===== config.mk =====
export PLATFORM = sky130hd
export DESIGN_NAME = shiftrg_ctrl
export DESIGN_NICKNAME = d
export VERILOG_FILES = /design/src/rtl/shiftrg_pkg.sv /design/src/rtl/shiftrg_core.sv /design/src/rtl/shiftrg_ctrl.sv
export SDC_FILE = /design/constraint.sdc
export NUM_CORES = 1
export LEC_CHECK = 0
export CAP_MARGIN = 20
export CORE_MARGIN = 2
export CORE_UTILIZATION = 50
export DETAILED_ROUTE_END_ITERATION = 10
export PLACE_DENSITY = 0.89
export RECOVER_POWER = 50
export SKIP_LAST_GASP = 1
export SYNTH_ARGS = -nofsm -noshare
export SYNTH_HDL_FRONTEND = slang
export SYNTH_HIERARCHICAL = 1
export SYNTH_SLANG_ARGS = --single-unit

===== constraint.sdc =====
create_clock -name clk -period 2.9 [get_ports clk]
set_input_delay 0.58 -clock clk [delete_from_list [all_inputs] [get_ports clk]]
set_output_delay 0.58 -clock clk [all_outputs]
set_load 0.005 [all_outputs]

===== src/rtl/shiftrg_pkg.sv =====
// Shared constants for the shift-register controller: FSM state encoding and default width.
package shiftrg_pkg;

   localparam int unsigned DEFAULT_WIDTH = 8;

   localparam logic [1:0] ST_IDLE  = 2'd0;
   localparam logic [1:0] ST_SHIFT = 2'd1;
   localparam logic [1:0] ST_DONE  = 2'd2;

endpackage


===== src/rtl/shiftrg_core.sv =====
// Shift-register datapath: parallel load, single-bit shift with serial insert, raw outgoing bit.
module shiftrg_core
   import shiftrg_pkg::*;
#(
   parameter int unsigned WIDTH     = DEFAULT_WIDTH,
   parameter bit          MSB_FIRST = 1'b1
) (
   input  logic             clk,
   input  logic             rst_n,
   input  logic             load,
   input  logic             shift,
   input  logic             serial_in,
   input  logic [WIDTH-1:0] data_in,
   output logic [WIDTH-1:0] q,
   output logic             serial_out
);

   logic [WIDTH-1:0] q_d;

   always_comb begin
      q_d = q;
      if (load) begin
         q_d = data_in;
      end else if (shift) begin
         if (MSB_FIRST) begin
            q_d = {q[WIDTH-2:0], serial_in};
         end else begin
            q_d = {serial_in, q[WIDTH-1:1]};
         end
      end
   end

   always_ff @(posedge clk or negedge rst_n) begin
      if (!rst_n) begin
         q <= '0;
      end else begin
         q <= q_d;
      end
   end

   assign serial_out = MSB_FIRST ? q[WIDTH-1] : q[0];

endmodule


===== src/rtl/shiftrg_ctrl.sv =====
// Load/shift/done controller around shiftrg_core: accepts a word, shifts WIDTH bits out while
// sampling WIDTH bits in, then publishes the received word on capture.
module shiftrg_ctrl
   import shiftrg_pkg::*;
#(
   parameter int unsigned WIDTH     = DEFAULT_WIDTH,
   parameter bit          MSB_FIRST = 1'b1
) (
   input  logic             clk,
   input  logic             rst_n,
   input  logic             load_valid,
   input  logic [WIDTH-1:0] load_data,
   output logic             load_ready,
   input  logic             stall,
   input  logic             abort,
   input  logic             serial_in,
   output logic             serial_out,
   output logic             shift_en,
   output logic             busy,
   output logic             done,
   output logic [WIDTH-1:0] capture
);

   localparam int unsigned CW = $clog2(WIDTH + 1);
   localparam logic [CW-1:0] LAST_CNT = CW'(WIDTH - 1);

   logic [1:0]       state_q, state_d;
   logic [CW-1:0]    cnt_q, cnt_d;
   logic [WIDTH-1:0] capture_q;
   logic [WIDTH-1:0] core_q;
   logic             core_sout;
   logic             load;

   always_comb begin
      state_d = state_q;
      cnt_d   = cnt_q;
      load    = 1'b0;
      case (state_q)
         ST_IDLE: begin
            if (load_valid) begin
               load    = 1'b1;
               cnt_d   = '0;
               state_d = ST_SHIFT;
            end
         end
         ST_SHIFT: begin
            // abort wins over stall; stall simply freezes everything with no timeout
            if (abort) begin
               state_d = ST_IDLE;
            end else if (!stall) begin
               cnt_d = cnt_q + 1'b1;
               if (cnt_q == LAST_CNT) begin
                  state_d = ST_DONE;
               end
            end
         end
         ST_DONE: state_d = ST_IDLE;
         default: state_d = ST_IDLE;
      endcase
   end

   always_ff @(posedge clk or negedge rst_n) begin
      if (!rst_n) begin
         state_q   <= ST_IDLE;
         cnt_q     <= '0;
         capture_q <= '0;
      end else begin
         state_q <= state_d;
         cnt_q   <= cnt_d;
         if (state_q == ST_DONE) begin
            capture_q <= core_q;
         end
      end
   end

   shiftrg_core #(
      .WIDTH     (WIDTH),
      .MSB_FIRST (MSB_FIRST)
   ) u_core (
      .clk        (clk),
      .rst_n      (rst_n),
      .load       (load),
      .shift      (shift_en),
      .serial_in  (serial_in),
      .data_in    (load_data),
      .q          (core_q),
      .serial_out (core_sout)
   );

   // load_ready is gated by rst_n so it reads 0 for the whole time reset is held
   assign load_ready = rst_n & (state_q == ST_IDLE);
   assign shift_en   = (state_q == ST_SHIFT) & ~stall & ~abort;
   assign busy       = (state_q != ST_IDLE);
   assign done       = (state_q == ST_DONE);
   assign serial_out = core_sout & busy;
   assign capture    = capture_q;

endmodule

Word-level counts from Yosys, hierarchy flattened
Cells that the tools add are included.
Widths: inputs -> output; s select.
{ "classes": {"add_sub_neg": 1, "eq_ne": 8, "muxes": 13, "bitwise": 6, "n_reduce_logical": 6} }
{ "op_table": {"columns": ["cell", "n"], "rows": [
  ["$mux 8", 2],
  ["$mux 4", 3],
  ["$mux 2", 4],
  ["$pmux 4 s2", 1],
  ["$ne 2x2->1 const B", 3],
  ["$ne 3x3->1 const B", 2],
  ["$reduce_bool 2->1", 3],
  ["$add 4x1->4 const B", 1],
  ["$and 1x1->1", 4],
  ["$eq 4x3->1 const B", 1],
  ["$pmux 2 s2", 1],
  ["$reduce_and 4->1", 1],
  ["$reduce_and 3->1", 1],
  ["$eq 2x1->1 const B", 1],
  ["$eq 2x2->1 const B", 1],
  ["$logic_not 2->1", 1],
  ["$mux 1", 2],
  ["$not 1->1", 2]
]} }
{ "word_totals": {"register_bits": 22, "in_bits": 14, "out_inout_bits": 13, "wordCells": 38} }

Depth between registers and ports, before layout
{ "depth": {"ltp_word": 5, "mapped_depth": 6, "mapped_depth_nobuf": 4} }

Modules after synthesis
Netlist, hierarchy kept.
{ "modules_own_cells": {"columns": ["mod", "n_inst", "cells_each", "area_per_inst_um2", "seq_area_each_um2"], "rows": [
  ["shiftrg_ctrl", 1, 49, 618.1, 350.3],
  ["shiftrg_core", 1, 35, 380.4, 200.2]
]} }

Worst setup path before layout
Ideal clock, no wire load.
{ "synth_timing": {"path_kind": "in2out", "from": "input port abort", "to": "output port shift_en", "t_arrival_ns": 0.961, "path_slack_ns": 1.359, "path_stages": 1, "path_cell_list": "nor4b_4"} }
{ "synth_via": {"elab_chain_cells": 2} }
{ "synth_rtl": {"columns": ["element", "line_no", "text"], "rows": [
  ["start: declaration", "shiftrg_ctrl.sv:15", "input logic abort,"],
  ["$not 1->1", "shiftrg_ctrl.sv:92", "assign shift_en = (state_q == ST_SHIFT) & ~stall & ~abort;"],
  ["$and 1x1->1", "shiftrg_ctrl.sv:92", null],
  ["end: declaration", "shiftrg_ctrl.sv:18", "output logic shift_en,"]
]} }
Every way passes these cells.

Final worst setup path
{ "layout_timing": {"from": "register state_q[1]", "to": "output port done"} }
{ "layout_via": {"elab_chain_cells": 1} }
{ "layout_rtl": {"columns": ["element", "line_no", "text"], "rows": [
  ["start: declaration", "shiftrg_ctrl.sv:27", "logic [1:0] state_q, state_d;"],
  ["start signal: assignment", "shiftrg_ctrl.sv:68", "state_q <= state_d;"],
  ["$eq 2x2->1", "shiftrg_ctrl.sv:94", "assign done = (state_q == ST_DONE);"],
  ["end: declaration", "shiftrg_ctrl.sv:20", "output logic done,"]
]} }
Every way passes these cells.

==> results.toml <==
[worst_setup_path]
worstSetupPathType = "flip-flop to output port"
r2r_slack_ns = 1.28
path_cells = "nor2b_1 > clkbuf_1 > clkdlybuf4s50_1"
critical_path.top_delay_family = "buffers and inverters"
rr_worst_depth = 4
timing.rr.start = "state_q[1]"
critPathLaunch = "state_q[1]"
cp_num_buf_inv = 2
cpMaxStageDelayCell = "clkdlybuf4s50_1"
r2r_end = "u_core/q[2]"
cp-end-kind = "output port"
cp.required_ns = 2.32
critical_path.max_stage_delay_ns = 0.60
path_max_fanout = 9
worstPathArrival_ns = 1.91
worstSetupStartpointType = "flip-flop"

[worst_hold_path]
whs_endpoint = "state_q[1]"
min-delay-start = "cnt_q[3]"
hold_class = "flip-flop to flip-flop"
holdPathStages = 1

[clocking]
cts_resized = 0
clock-sinks = 22
h-tree-depth = 1
cts_made_buffers = 3
clk_latency_ns = 0.31
cts_root_buffer = "clkbuf_4"
ctsHoldBuffers = 0
clkTransAtPathRegs_ns = 0.12
post_cts.repair.setup_buffers = 0
clockBufferDepth = 2
tritoncts = "done"

[synth]
synth_cells = 84
syn-cell-area_um2 = 998
synth_edf_count = 0
yosysWarnings = 6
async_flop_share_pct = 100
synth_top_cell_by_area = "dfrtp_1"
synthTopCellsByArea = "dfrtp_1 (55%), mux2i_1 (10%), mux2_2 (9.0%), nand2_1 (5.3%), o21ai_1 (4.0%)"
yosysUniqueCellTypes = 23
synth_top_area_share_pct = 55.1
synth_flop_cell = "dfrtp_1"
syn_nets = 99
yosysSeqAreaShare_pct = 55.1
avgSynthCellArea_um2 = 11.9
synth_seq_cells = 22

[sta]
worst_pin_slew_ns = 1.16
finalSetupViolations = 0
final.setup_skew_ns = 0.00146
clock.fmax_ghz = 0.401
finalHoldViolations = 0
layout_min_cycle_time_ns = 2.49
tns_ns = 0
rsz0062_at_grt = "false"
fin_crit_sh_pct = 86.0
report.final.slew_viol_count = 0
maxSlewHeadroom_pct = 22.8

[route]
ant_nets = 0
vias = 707
dr.pass1.iters = 4
detail_route.vias_per_cell = 5.09
wirelength_mm = 1.93
wl_per_cell_um = 13.8
first_iter_violations = 4
drc = 0

[floorplanning]
die_h_um = 48.7
coreArea_um2 = 1920
initial_utilization_pct = 52.0
row_count = 16
boundaryPins = 27
fp.dieW_um = 48.7
dieArea_um2 = 2370

[final_layout]
final_cell_mix = "clkdlybuf4s50_1 (25), dfrtp_1 (22), nand2_1 (14)"
fin_cells = 139
n_antenna_cell = 0
nets = 128
final_common_cell = "clkdlybuf4s50_1"
syn2layout_area_growth_pct = 32.3
drive_gt1_share_pct = 13.4

[power]
power_density_nw_per_um2 = 543
p_leak_uw = 0.000589
ir_drop_mv = 0.320

[place]
portBuffers = 26
dp.cells = 135
place.gp.congestion = 0.775
place.detailed.hpwl_mm = 1.44

[flow_run]
maxCapViolations = 0

[global_route]
grt_pass1_vias = 770
grt_overflow = 0
track_usage_pct = 18.4
grt_max_degree = 23
grt_antenna_before_repair = 0
grt_pass1_wl_mm = 3.38

[status]
outcome = "finished clean"
[worst max path at each step]
stage / to / slack, ns / cells after the start
floorplan: shift_en / 1.36 / 1
global placement: shift_en / 0.46 / 3
detailed placement: shift_en / 0.44 / 3
CTS: shift_en / 0.44 / 3
global route: done / 0.30 / 3
finish: done / 0.41 / 3
[Yosys cell counts, types with 2 or more instances]
cell type	number
mux2i_1	10
buf_6	2
mux2_2	8
or3b_1	2
o21ai_0	2
inv_1	2
o21ai_1	8
dfrtp_1	22
nand2_1	14
[kinds of logic after synthesis]
| family | count (synthesis) | share of synthesized area (%) |
|---|---|---|
| and+or+nand+nor | 25 | 14.2 |
| DFF | 22 | 55.1 |
| muxes | 18 | 19.0 |
| AOI/OAI and AO/OA | 11 | 5.76 |
| buffers and inverters | 7 | 4.64 |
| adders and majority gates | 1 | 1.25 |
[routing by layer]
layer | routed length [um] | vias up | global-route usage [%]
met4 | 31 | 0 | 7.62
li1 | - | 350 | -
met5 | 0 | - | 0
met1 | 817 | 334 | 22.4
met2 | 1020 | 19 | 33.1
met3 | 52 | 4 | 2.16
[flip-flops by register name (all words and copies together) (netlist names)]
signal    count
u_core/q      8
state_q       2
capture       8
cnt_q         4
[worst reg2reg max path, stage by stage (launching register included)]
cell     delay [ns]
dfrtp_1        0.46
or3b_1         0.49
inv_1          0.39
nand2_1        0.11
o21ai_1        0.11
[area by class of cell]
type | count | area [um^2]
multi-input combinational | 55 | 402
clock inverter | 1 | 30.0
fill | 160 | 601
sequential | 22 | 551
clock buffer | 3 | 22.5
timing repair buffer | 29 | 275
tap | 27 | 33.8
inverter | 2 | 7.51
[power breakdown]
group	switching, uW	leakage (uW)	internal [uW]
clock network	94.3	0.0000279	140
logic	51.6	0.000270	61.3
registers	29.6	0.000291	341
[through the flow]
step	power [uW]	worst slack [ns]	area, um^2	util [%]	hold WS (ns)
floorplan	440	1.36	998	-	0.284
global placement	482	0.456	1280	66.4	0.479
detailed placement	491	0.441	1280	66.4	0.476
CTS	722	0.438	1330	69.1	0.496
global route	750	0.297	1320	68.8	0.522
finish	718	0.407	1320	68.8	0.494
No activity file was read; power rests on OpenSTA's default activity.
